File: config.mk
export PLATFORM = sky130hd
export DESIGN_NAME = pkt_inbuf
export DESIGN_NICKNAME = d
export VERILOG_FILES = /design/src/rtl/pkt_inbuf.sv
export SDC_FILE = /design/constraint.sdc
export NUM_CORES = 1
export LEC_CHECK = 0
export ABC_CLOCK_PERIOD_IN_PS = 8800
export CAP_MARGIN = 0
export CORE_ASPECT_RATIO = 1.2
export CORE_MARGIN = 2
export CORE_UTILIZATION = 60
export CTS_CLUSTER_SIZE = 14
export DETAILED_ROUTE_END_ITERATION = 6
export GPL_ROUTABILITY_DRIVEN = 1
export PLACE_DENSITY = 0.89
export SLEW_MARGIN = 10
export SYNTH_ARGS = -nofsm -noshare
export SYNTH_HDL_FRONTEND = slang
export SYNTH_SLANG_ARGS = --single-unit
File: constraint.sdc
create_clock -name clk -period 8.8 [get_ports clk]
set_input_delay 1.76 -clock clk [delete_from_list [all_inputs] [get_ports clk]]
set_output_delay 1.76 -clock clk [all_outputs]
set_load 0.02 [all_outputs]
File: src/rtl/pkt_inbuf.sv
// pkt_inbuf - switch input-port buffer.
//
// Parses the flagged flit stream arriving on one switch input, decides which
// flits are admitted, stores them in a DEPTH-entry FIFO and replays each queued
// packet toward the crossbar once the arbiter grants its destination port.
//
// Flit flag (bits [DATAW+1:DATAW]): 00 idle, 10 head, 01 body, 11 tail.
// Head payload bits [DSTW-1:0] carry the destination output port.
//
// Ports:
//   clk       clock, rising edge
//   rst_n     asynchronous active-low reset
//   pkti      input flit
//   we        combinational FIFO write enable for the current pkti
//   req       registered one-hot request for the front packet's destination
//   grant     arbiter grant, only grant[dst] is looked at
//   pkto      registered output flit, 0 when nothing is sent
//   cnt       registered FIFO occupancy
//   drop_cnt  saturating count of admission drops and truncations
//
// Build option: define PKT_INBUF_STATS_EN to include the drop_cnt counter;
// without it drop_cnt is tied to 0.
//
// Input FSM
//   state  | meaning
//   I_IDLE | between packets, waiting for a head
//   I_RECV | storing the flits of an admitted packet
//   I_DROP | discarding the rest of a rejected/truncated packet
// Output FSM
//   state  | meaning
//   O_IDLE | no packet in flight, looking for a head at the FIFO front
//   O_REQ  | requesting the front packet's port, waiting for the grant
//   O_SEND | replaying the packet, one flit per granted cycle
module pkt_inbuf #(
    parameter int DATAW  = 8,
    parameter int NPORT  = 4,
    parameter int DEPTH  = 8,
    parameter int MAXLEN = 4
) (
    input  logic                      clk,
    input  logic                      rst_n,
    input  logic [DATAW+1:0]          pkti,
    output logic                      we,
    output logic [NPORT-1:0]          req,
    input  logic [NPORT-1:0]          grant,
    output logic [DATAW+1:0]          pkto,
    output logic [$clog2(DEPTH):0]    cnt,
    output logic [7:0]                drop_cnt
);

    localparam int FW   = DATAW + 2;
    localparam int DSTW = (NPORT > 1) ? $clog2(NPORT) : 1;
    localparam int PW   = $clog2(DEPTH);
    localparam int CW   = PW + 1;
    localparam int FCW  = $clog2(MAXLEN + 1);

    localparam logic [1:0] F_HEAD = 2'b10;
    localparam logic [1:0] F_BODY = 2'b01;
    localparam logic [1:0] F_TAIL = 2'b11;

    typedef enum logic [1:0] {I_IDLE, I_RECV, I_DROP} in_state_t;
    typedef enum logic [1:0] {O_IDLE, O_REQ, O_SEND} out_state_t;

    in_state_t        in_st, in_nxt;
    out_state_t       o_st;
    logic [FCW-1:0]   fcnt, fcnt_nxt;
    logic             we_int;
    logic             drop_ev;
    logic [FW-1:0]    wdata;
    logic [1:0]       in_flag;
    logic             space_ok;

    logic [FW-1:0]    mem [DEPTH];
    logic [PW-1:0]    wptr, rptr;
    logic [FW-1:0]    front;
    logic [1:0]       front_flag;
    logic             empty;
    logic             pop;
    logic [DSTW-1:0]  dst;

    assign in_flag  = pkti[FW-1:DATAW];
    // Admission reserves room for a full-length packet, so the FIFO cannot
    // overflow even though pops in the same cycle are not credited.
    assign space_ok = (cnt <= CW'(DEPTH - MAXLEN));

    // ---------------- input side ----------------
    always_comb begin
        we_int   = 1'b0;
        wdata    = pkti;
        in_nxt   = in_st;
        fcnt_nxt = fcnt;
        drop_ev  = 1'b0;
        // A head is evaluated identically in every state; in I_RECV it also
        // closes the current packet without rewriting its last flit.
        if (in_flag == F_HEAD) begin
            if (space_ok) begin
                we_int   = 1'b1;
                fcnt_nxt = FCW'(1);
                in_nxt   = I_RECV;
            end else begin
                drop_ev = 1'b1;
                in_nxt  = I_DROP;
            end
        end else begin
            case (in_st)
                I_RECV: begin
                    if (in_flag == F_TAIL) begin
                        we_int = 1'b1;
                        in_nxt = I_IDLE;
                    end else if (in_flag == F_BODY) begin
                        we_int = 1'b1;
                        if (fcnt == FCW'(MAXLEN - 1)) begin
                            // Packet too long: close it with a forced tail.
                            wdata   = {F_TAIL, pkti[DATAW-1:0]};
                            drop_ev = 1'b1;
                            in_nxt  = I_DROP;
                        end else begin
                            fcnt_nxt = fcnt + 1'b1;
                        end
                    end
                end
                I_DROP: begin
                    if (in_flag == F_TAIL)
                        in_nxt = I_IDLE;
                end
                default: ;
            endcase
        end
    end

    assign we = we_int & rst_n;

    always_ff @(posedge clk or negedge rst_n) begin
        if (!rst_n) begin
            in_st <= I_IDLE;
            fcnt  <= '0;
        end else begin
            in_st <= in_nxt;
            fcnt  <= fcnt_nxt;
        end
    end

    // ---------------- FIFO ----------------
    always_ff @(posedge clk) begin
        if (we)
            mem[wptr] <= wdata;
    end

    assign front      = mem[rptr];
    assign front_flag = front[FW-1:DATAW];
    assign empty      = (cnt == '0);

    always_ff @(posedge clk or negedge rst_n) begin
        if (!rst_n) begin
            wptr <= '0;
            rptr <= '0;
            cnt  <= '0;
        end else begin
            if (we)
                wptr <= wptr + 1'b1;
            if (pop)
                rptr <= rptr + 1'b1;
            case ({we, pop})
                2'b10:   cnt <= cnt + 1'b1;
                2'b01:   cnt <= cnt - 1'b1;
                default: cnt <= cnt;
            endcase
        end
    end

    // ---------------- output side ----------------
    always_comb begin
        pop = 1'b0;
        case (o_st)
            // Every stored packet starts with a head; anything else at the
            // front while idle is stale and is discarded.
            O_IDLE:  pop = !empty && (front_flag != F_HEAD);
            O_REQ:   pop = grant[dst] && !empty;
            // A head reached in O_SEND means the packet was closed by an
            // implicit tail; it stays queued for the next request.
            O_SEND:  pop = grant[dst] && !empty && (front_flag != F_HEAD);
            default: pop = 1'b0;
        endcase
    end

    always_ff @(posedge clk or negedge rst_n) begin
        if (!rst_n) begin
            o_st <= O_IDLE;
            req  <= '0;
            pkto <= '0;
            dst  <= '0;
        end else begin
            case (o_st)
                O_IDLE: begin
                    pkto <= '0;
                    if (!empty && front_flag == F_HEAD) begin
                        dst  <= front[DSTW-1:0];
                        req  <= NPORT'(1) << front[DSTW-1:0];
                        o_st <= O_REQ;
                    end
                end
                O_REQ: begin
                    if (pop) begin
                        pkto <= front;
                        o_st <= O_SEND;
                    end else begin
                        pkto <= '0;
                    end
                end
                O_SEND: begin
                    if (!empty && front_flag == F_HEAD) begin
                        pkto <= '0;
                        req  <= '0;
                        o_st <= O_IDLE;
                    end else if (pop) begin
                        pkto <= front;
                        if (front_flag == F_TAIL) begin
                            req  <= '0;
                            o_st <= O_IDLE;
                        end
                    end else begin
                        pkto <= '0;
                    end
                end
                default: begin
                    o_st <= O_IDLE;
                    req  <= '0;
                    pkto <= '0;
                end
            endcase
        end
    end

    // ---------------- drop statistics ----------------
`ifdef PKT_INBUF_STATS_EN
    always_ff @(posedge clk or negedge rst_n) begin
        if (!rst_n)
            drop_cnt <= '0;
        else if (drop_ev && drop_cnt != 8'hFF)
            drop_cnt <= drop_cnt + 1'b1;
    end
`else
    logic unused_drop_ev;
    assign unused_drop_ev = drop_ev;
    assign drop_cnt       = '0;
`endif

endmodule
==> results.json, run 1 <==
{
  "synth.most_common_cell": "edfxtp_1",
  "finalInstanceArea_sq_um": 5900,
  "cts.sinks": 113,
  "ir_drop_uv": 248,
  "path_cells": "clkdlybuf4s50_1 > inv_1 > ha_1 > nor3b_1 > o21a_1 > o21ai_1 > inv_1 > clkdlybuf4s50_1",
  "synth_cells": 296,
  "min_to": "fcnt[2]",
  "synth_enable_flop_cells": 80,
  "pin_count": 43,
  "fp.coreArea_sq_um": 8020,
  "die_w_um": 86.2,
  "ys_ff_latch": 113,
  "placed_area_sq_um": 5280,
  "drtIter0Drc": 256,
  "cts_setup_buffers": 0,
  "synthToLayoutAreaGrowth_pct": 21.1,
  "rr_endpoint": "cnt[2]",
  "hold_depth": 1,
  "dpl.hpwl_um": 5240,
  "final_max_slew_viol_count": 0,
  "power_frac_seq_pct": 34.9,
  "synth_top_area_share_pct": 49.3,
  "dp_cells": 419,
  "postSynthAreaPerCell_sq_um": 16.4,
  "cp-end-kind": "output port",
  "p_leak_nw": 2.24,
  "setup_viol": 0,
  "worst_slack_ns": 2.74,
  "cts_buffers": 17,
  "cp.arrival_ns": 4.30,
  "min-delay-start": "fcnt[2]",
  "swShare_pct": 33.4,
  "drt-total-wl_um": 9670,
  "syn_area_sq_um": 4870,
  "synthTopCellsByCount": "80 x edfxtp_1, 33 x dfrtp_1, 21 x mux4_2",
  "vias": 2762,
  "slowest_stage": "clkdlybuf4s50_1",
  "critPathMaxStageDelay_ns": 0.64,
  "crit_type": "primary input to output port",
  "ys.flop_type": "edfxtp_1",
  "cts.htree.levels": 4,
  "regToRegStartpoint": "rptr[1]",
  "reg2reg_depth": 11,
  "outcome": "finished clean",
  "grt_pass1_vias": 2958,
  "max_freq_ghz": 0.165,
  "relSlewSlack_pct": 24.1,
  "hold_viol": 0,
  "yosysUniqueCellTypes": 49,
  "via_per_inst": 6.12,
  "hold_class": "register to register",
  "antenna_found_initial": 0,
  "switchingPower_uw": 717,
  "fillers": 476,
  "grt_usage_pct": 24.1,
  "multi_input_area_sq_um": 1510,
  "clock_tree.buffer_depth": 2,
  "grt_max_degree": 35,
  "layout-drive-gt1-share_pct": 20.5,
  "nNetsFinal": 375,
  "yosysSeqAreaShare_pct": 66.3,
  "root_buffer": "clkbuf_8",
  "post-route-drc-count": 0,
  "port_buffers": 34,
  "power_density_nw_per_um2": 364,
  "synthTopCellsByArea": "edfxtp_1 49%, dfrtp_1 17%, mux4_2 9.7%",
  "yosysWarnings": 0,
  "tightest_slew_ns": 1.13,
  "clkPwrFrac_pct": 32.9,
  "die_h_um": 103,
  "dr.pass1.iters": 5,
  "cts.clk_slew.worst_paths_ns": 0.06,
  "p_comb_share_pct": 32.1,
  "grt_setup_unrepaired": "false",
  "wl_per_cell_um": 21.4,
  "ant_nets": 0,
  "start_util_pct": 60.7,
  "diodes": 0,
  "dieArea_sq_um": 8850,
  "num_rows": 36,
  "cts_tree": "done",
  "cts_hold_buf": 0,
  "critPathMaxFanout": 7,
  "finalSetupTns_ns": 0,
  "synth_top_area_cell": "edfxtp_1",
  "start_kind": "primary input",
  "grt_overflow": 0,
  "critPathRequiredTime_ns": 7.04,
  "power.internal_mw": 1.43,
  "r2r_slack_ns": 4.92,
  "fin_worst_skew_ns": 0.00592,
  "post_cts_resized": 0,
  "async_reset_ff_share_pct": 29.2,
  "dp_slack_ns": 2.77,
  "layout_worst_path_cycle_share_pct": 68.9,
  "grt_first_pass_wirelength_um": 15300,
  "clk-insertion-delay-late_ns": 0.51,
  "period_needed_ns": 6.06,
  "layoutNonFillerInstCount": 451,
  "drv_cap": 0,
  "seq_area_sq_um": 3230,
  "gp_congestion": 0.840
}
[cell families (layout without fill, tap and decap cells)]
logic type                 after synthesis  count (layout)  synth area share, %
xor gates and xnor gates                 9               9                 1.62
and+or+nand+nor                         51              51                 5.19
AOI/OAI and AO/OA                       36              36                 5.37
DFF                                    113             113                 66.3
other                                    1               8               0.0770
buffers and inverters                   31              84                 3.37
adders and majority gates               16              16                 4.11
muxes                                   39              39                 14.0
[worst max-delay path, delay by kind of cell]
| family | cells | cell delay [ns] |
|---|---|---|
| buffers and inverters | 4 | 1.50 |
| and+or+nand+nor | 1 | 0.41 |
| AOI/OAI and AO/OA | 2 | 0.34 |
| adders and majority gates | 1 | 0.28 |
[through the flow]
step	hold slack, ns	util [%]	power (mW)
detailed placement	0.486	65.9	1.42
global placement	0.466	65.9	1.39
floorplan	0.457	-	1.25
finish	0.502	73.5	2.15
CTS	0.497	73.5	2.15
global route	0.521	73.5	2.24
[layer usage]
layer / share of wire, % / GRT usage [%] / up-vias / routed length (um)
met5: 0 / 0 / - / 0
li1: - / - / 1220 / -
met2: 55 / 41.6 / 104 / 5310
met1: 38 / 28.3 / 1412 / 3700
met4: 2.3 / 13.9 / 0 / 219
met3: 4.7 / 4.80 / 26 / 453
[flip-flops by register name, indices dropped and copies added, names as in the netlist]
| register | cells |
|---|---|
| cnt | 4 |
| dst | 2 |
| fcnt | 3 |
| in_st | 2 |
| mem | 80 |
| o_st | 2 |
| pkto | 10 |
| req | 4 |
| rptr | 3 |
| wptr | 3 |
[cells in the final DEF (no fill, tap or decap), types with 8 or more instances in the layout]
master | netlist | layout
clkbuf_16 | 0 | 16
clkdlybuf4s50_1 | 0 | 33
nor2_1 | 16 | 16
dfrtp_1 | 33 | 33
mux2i_1 | 9 | 9
conb_1 | 1 | 8
edfxtp_1 | 80 | 80
inv_1 | 13 | 13
nand2_1 | 13 | 13
mux4_2 | 21 | 21
ha_1 | 16 | 16
[worst max path at each step]
stage | slack [ns] | depth (start not counted) | startpoint | endpoint
2_1_floorplan | 4.18 | 6 | pkti[8] | we
3_3_place_gp | 2.89 | 8 | pkti[8] | we
3_5_place_dp | 2.77 | 8 | pkti[8] | we
4_1_cts | 2.73 | 8 | pkti[8] | we
5_1_grt | 2.51 | 8 | pkti[8] | we
6_report | 2.74 | 8 | pkti[8] | we
[power by group through the flow]
stage / registers (mW) / logic, mW / clock network (mW)
finish: 0.749 / 0.689 / 0.707
global route: 0.761 / 0.746 / 0.736
CTS: 0.749 / 0.689 / 0.712
detailed placement: 0.755 / 0.664 / 0
global placement: 0.752 / 0.634 / 0
floorplan: 0.736 / 0.512 / 0
[layout make-up]
class / count / area share (%)
clock inverter: 15 / 3.42
tap: 95 / 2.02
sequential: 113 / 54.7
timing repair buffer: 39 / 6.32
clock buffer: 17 / 7.02
multi-input combinational: 159 / 25.7
inverter: 13 / 0.827
(Power assumes the default switching activity.)
==> inputs of run 2 (changes only) <==
--- a/config.mk
+++ b/config.mk
@@ -5,15 +5,15 @@
 export SDC_FILE = /design/constraint.sdc
 export NUM_CORES = 1
 export LEC_CHECK = 0
-export ABC_CLOCK_PERIOD_IN_PS = 8800
+export ABC_CLOCK_PERIOD_IN_PS = 5400
 export CAP_MARGIN = 0
 export CORE_ASPECT_RATIO = 1.2
 export CORE_MARGIN = 2
-export CORE_UTILIZATION = 60
+export CORE_UTILIZATION = 52
 export CTS_CLUSTER_SIZE = 14
 export DETAILED_ROUTE_END_ITERATION = 6
 export GPL_ROUTABILITY_DRIVEN = 1
-export PLACE_DENSITY = 0.89
+export PLACE_DENSITY = 0.82
 export SLEW_MARGIN = 10
 export SYNTH_ARGS = -nofsm -noshare
 export SYNTH_HDL_FRONTEND = slang
==> constraint.sdc (replaced) <==
create_clock -name clk -period 5.4 [get_ports clk]
set_input_delay 1.08 -clock clk [delete_from_list [all_inputs] [get_ports clk]]
set_output_delay 1.08 -clock clk [all_outputs]
set_load 0.02 [all_outputs]
==> run 2 against run 1 <==
  * Combinational power grew 58%
  * Worst setup slack lost 2.0 ns
  * Total power grew 56%
  * Register-to-register slack lost 3.3 ns
  * Highest routed layer unchanged
==> results.json, run 2 (same netlist as run 1, synthesis figures left out) <==
{
  "outcome": "finished clean",
  "grt_pass1_vias": 2724,
  "root_buffer": "clkbuf_8",
  "cts_setup_buffers": 0,
  "fillers": 624,
  "relSlewSlack_pct": 33.2,
  "fin_worst_skew_ns": 0.00603,
  "critPathMaxFanout": 7,
  "post_cts_resized": 0,
  "min-delay-start": "fcnt[0]",
  "final_max_slew_viol_count": 0,
  "regToRegStartpoint": "rptr[1]",
  "clk-insertion-delay-late_ns": 0.51,
  "fp.coreArea_sq_um": 9080,
  "setup_viol": 0,
  "vias": 2650,
  "port_buffers": 34,
  "cts.htree.levels": 4,
  "largest_register_ff_count": 80,
  "grt_setup_unrepaired": "false",
  "clock_tree.buffer_depth": 2,
  "p_leak_nw": 2.24,
  "layout_common_cells": "80 x edfxtp_1, 33 x dfrtp_1, 33 x clkdlybuf4s50_1",
  "wl_per_cell_um": 18.8,
  "grt_max_degree": 34,
  "critPathRequiredTime_ns": 4.32,
  "start_util_pct": 53.6,
  "crit_type": "primary input to output port",
  "finalSetupTns_ns": 0,
  "antenna_found_initial": 0,
  "dpl.hpwl_um": 5360,
  "critPathMaxStageDelay_ns": 0.63,
  "slowest_stage": "clkdlybuf4s50_1",
  "grt_usage_pct": 19.9,
  "use_met2_pct": 33.9,
  "layout-drive-gt1-share_pct": 19.1,
  "diodes": 0,
  "drt-total-wl_um": 9070,
  "final_common_cell": "edfxtp_1",
  "cp.arrival_ns": 3.60,
  "num_rows": 38,
  "start_kind": "primary input",
  "min_to": "fcnt[0]",
  "use_met3_pct": 5.44,
  "period_needed_ns": 4.68,
  "power_density_nw_per_um2": 568,
  "use_met1_pct": 23.6,
  "post-route-drc-count": 0,
  "rr_endpoint": "cnt[2]",
  "hold_class": "register to register",
  "cts.sinks": 113,
  "hold_viol": 0,
  "drv_cap": 0,
  "dp_slack_ns": 0.760,
  "gr-max-usage-layer": "met2",
  "die_h_um": 110,
  "grt_overflow": 0,
  "synthToLayoutAreaGrowth_pct": 21.3,
  "path_cells": "clkdlybuf4s50_1 > inv_1 > ha_1 > nor3b_1 > o21a_1 > o21ai_1 > inv_1 > clkdlybuf4s50_1",
  "dr.pass1.iters": 4,
  "largest-register": "mem",
  "top_regs": "mem (80), pkto (10)",
  "grt_first_pass_wirelength_um": 14500,
  "reg2reg_depth": 11,
  "ir_drop_uv": 261,
  "ant_nets": 0,
  "cts_tree": "done",
  "dieArea_sq_um": 10200,
  "cp-end-kind": "output port",
  "pin_count": 43,
  "hold_depth": 1,
  "tightest_slew_ns": 1.00,
  "drtIter0Drc": 201,
  "worst_slack_ns": 0.722,
  "r2r_slack_ns": 1.62,
  "cts.clk_slew.worst_paths_ns": 0.05,
  "nNetsFinal": 380,
  "layout_worst_path_cycle_share_pct": 86.6,
  "cts_hold_buf": 0,
  "die_w_um": 92.3,
  "gp_congestion": 0.768,
  "via_per_inst": 5.51,
  "max_freq_ghz": 0.214,
  "cts_buffers": 17
}
run 2: cell count changes in the layout (fill, tap and decap cells not counted):
cell / delta
clkinv_4: -3
buf_4: +5
clkinv_1: +5
inv_6: -3
nor3_2: -2
nor3_1: +2
clkbuf_1: +2
clkbuf_2: -1
buf_2: +1
inv_8: -3
clkinv_2: +2
run 2: layer usage:
layer  vias up  wire (um)
li1       1221          -
met1      1328       3720
met2        87       4760
met4         0        161
met5         -          0
met3        14        419
run 2: critical path: cells and delay by family:
kind	cells	cell delay (ns)
AO/OA/AOI/OAI	2	0.34
adder cells (fa/ha/maj)	1	0.30
buffers and inverters	4	1.48
AND/OR/NAND/NOR	1	0.41
run 2: area by class of cell:
cell class,instances,area [sq um],area share [%]
clock buffers,19,422,7.14
clock inverters,13,144,2.44
inverters,13,48.8,0.826
multi-input cells,159,1500,25.4
flip-flops and latches,113,3230,54.7
well taps,120,150,2.54
repair buffers,44,410,6.95
run 2: metrics by stage:
stage	cells	total power, mW	utilization, %	area [sq um]	hold slack (ns)
after floorplan	303	2.03	-	4890	0.457
after global placement	449	2.26	58.8	5340	0.465
after detailed placement	449	2.31	58.8	5340	0.488
after CTS	481	3.37	65.0	5910	0.499
after global routing	481	3.54	65.0	5910	0.520
final	481	3.35	65.0	5910	0.494
run 2: worst max-delay path by stage:
stage	start	end	slack [ns]	cells past startpoint
finish	pkti[8]	we	0.72	8
global route	pkti[8]	we	0.56	8
CTS	pkti[8]	we	0.74	8
detailed placement	pkti[8]	we	0.76	8
global placement	pkti[8]	we	0.92	8
floorplan	pkti[8]	mem[2][0]	1.83	8
run 2: where the power goes:
part / internal, mW / leakage [nW] / switching, mW
Combinational: 0.553 / 0.817 / 0.532
Sequential: 1.06 / 1.15 / 0.156
Clock: 0.692 / 0.273 / 0.364
==> inputs of run 3 (changes only) <==
--- a/config.mk
+++ b/config.mk
@@ -9,11 +9,12 @@
 export CAP_MARGIN = 0
 export CORE_ASPECT_RATIO = 1.2
 export CORE_MARGIN = 2
-export CORE_UTILIZATION = 52
+export CORE_UTILIZATION = 30
 export CTS_CLUSTER_SIZE = 14
 export DETAILED_ROUTE_END_ITERATION = 6
 export GPL_ROUTABILITY_DRIVEN = 1
-export PLACE_DENSITY = 0.82
+export PLACE_DENSITY = 0.55
+export SKIP_LAST_GASP = 1
 export SLEW_MARGIN = 10
 export SYNTH_ARGS = -nofsm -noshare
 export SYNTH_HDL_FRONTEND = slang
==> run 3 against run 2 <==
  * Register-to-register slack better by 0.35 ns
  * Global-route usage down 8.1 points
  * Core utilization down 27 points
  * Clock power up 7%
  * Design area up 2.8%
  * Sequential share of layout area down 1.5 points
==> results.json, run 3 (same netlist as run 1, synthesis figures left out) <==
{
  "outcome": "finished clean",
  "period_needed_ns": 4.74,
  "cp.arrival_ns": 3.66,
  "gp_congestion": 0.806,
  "num_rows": 51,
  "grt_first_pass_wirelength_um": 15100,
  "r2r_slack_ns": 1.97,
  "power_density_nw_per_um2": 564,
  "cts.sinks": 113,
  "cts_buffers": 17,
  "rr_endpoint": "cnt[2]",
  "tightest_slew_ns": 1.06,
  "hold_viol": 0,
  "critPathMaxFanout": 7,
  "post-route-drc-count": 0,
  "hold_class": "register to register",
  "pin_count": 43,
  "layout_worst_path_cycle_share_pct": 87.8,
  "grt_overflow": 0,
  "cp-end-kind": "output port",
  "antenna_found_initial": 0,
  "drv_cap": 0,
  "clkPwrFrac_pct": 33.0,
  "final_max_slew_viol_count": 0,
  "fp.coreArea_sq_um": 16100,
  "final_common_cell": "edfxtp_1",
  "port_buffers": 34,
  "grt_max_degree": 35,
  "clock_tree.buffer_depth": 2,
  "relSlewSlack_pct": 28.5,
  "ant_nets": 0,
  "dieArea_sq_um": 17300,
  "regToRegStartpoint": "rptr[2]",
  "grt_usage_pct": 11.8,
  "grt_pass1_vias": 2754,
  "synthToLayoutAreaGrowth_pct": 24.7,
  "ir_drop_uv": 266,
  "power_frac_seq_pct": 35.1,
  "nNetsFinal": 381,
  "vias": 2653,
  "die_w_um": 120,
  "cts.clk_slew.worst_paths_ns": 0.06,
  "setup_viol": 0,
  "layout-drive-gt1-share_pct": 21.3,
  "p_leak_nw": 2.26,
  "die_h_um": 144,
  "switchingPower_mw": 1.09,
  "min_to": "fcnt[0]",
  "via_per_inst": 4.62,
  "drt-total-wl_um": 9350,
  "largest-register": "mem",
  "cts_tree": "done",
  "cts.htree.levels": 4,
  "root_buffer": "clkbuf_16",
  "start_kind": "primary input",
  "cts_hold_buf": 0,
  "start_util_pct": 30.3,
  "swShare_pct": 31.8,
  "power.internal_mw": 2.33,
  "critPathRequiredTime_ns": 4.32,
  "wl_per_cell_um": 16.3,
  "cts_setup_buffers": 0,
  "finalPower_mw": 3.42,
  "reg2reg_depth": 11,
  "clk-insertion-delay-late_ns": 0.41,
  "min-delay-start": "fcnt[0]",
  "max_freq_ghz": 0.211,
  "post_cts_resized": 0,
  "dr.pass1.iters": 4,
  "hold_depth": 1,
  "largest_register_ff_count": 80,
  "layout_common_cells": "80 x edfxtp_1, 33 x dfrtp_1, 33 x clkdlybuf4s50_1",
  "fin_worst_skew_ns": 0.00752,
  "dpl.hpwl_um": 5930,
  "drtIter0Drc": 92,
  "crit_type": "primary input to output port",
  "top_regs": "mem (80), pkto (10)",
  "finalSetupTns_ns": 0,
  "p_comb_share_pct": 31.9,
  "grt_setup_unrepaired": "false",
  "diodes": 0
}
run 3: per-layer routing:
layer  wire length (um)  global-route usage [%]  part of all wire, %  vias up
met5                  0                       0                    0        -
met4                223                    5.94                  2.4        0
met3                399                    3.25                  4.3       16
met2               4940                    20.8                   53       65
met1               3790                    13.2                   41     1342
li1                   -                       -                    -     1230
run 3: power by group through the flow:
stage,combinational [mW],clock [mW],sequential (mW)
global route,1.21,1.20,1.23
floorplan,0.834,0,1.20
detailed placement,1.10,0,1.22
finish,1.09,1.13,1.20
CTS,1.11,1.15,1.21
global placement,1.08,0,1.22
run 3: critical path, cell delays in order:
cell,delay [ns]
clkdlybuf4s50_1,0.57
inv_1,0.09
ha_1,0.28
nor3b_1,0.46
o21a_1,0.19
o21ai_1,0.15
inv_1,0.20
clkdlybuf4s50_1,0.63
run 3: metrics by stage:
stage / instances / worst slack (ns) / area, sq um / util [%] / hold WS (ns)
floorplan: 303 / 1.83 / 4890 / - / 0.457
global placement: 542 / 0.867 / 5460 / 34.0 / 0.465
detailed placement: 542 / 0.713 / 5460 / 34.0 / 0.485
CTS: 574 / 0.708 / 6070 / 37.8 / 0.494
global route: 574 / 0.529 / 6070 / 37.8 / 0.504
finish: 574 / 0.657 / 6070 / 37.8 / 0.487
run 3: area by class of cell:
cell class                 count  area [sq um]
sequential                   113          3230
multi-input combinational    159          1500
fill                        1506         10000
timing repair buffer          45           418
clock inverter                12           144
tap                          212           265
inverter                      13          48.8
clock buffer                  20           467
run 3: worst max path at each step:
stage / from / end / slack [ns] / depth (start not counted)
after floorplan: pkti[8] / mem[2][0] / 1.83 / 8
after global placement: pkti[8] / we / 0.87 / 8
after detailed placement: pkti[8] / we / 0.71 / 8
after CTS: pkti[8] / we / 0.71 / 8
after global routing: pkti[8] / we / 0.53 / 8
final: pkti[8] / we / 0.66 / 8
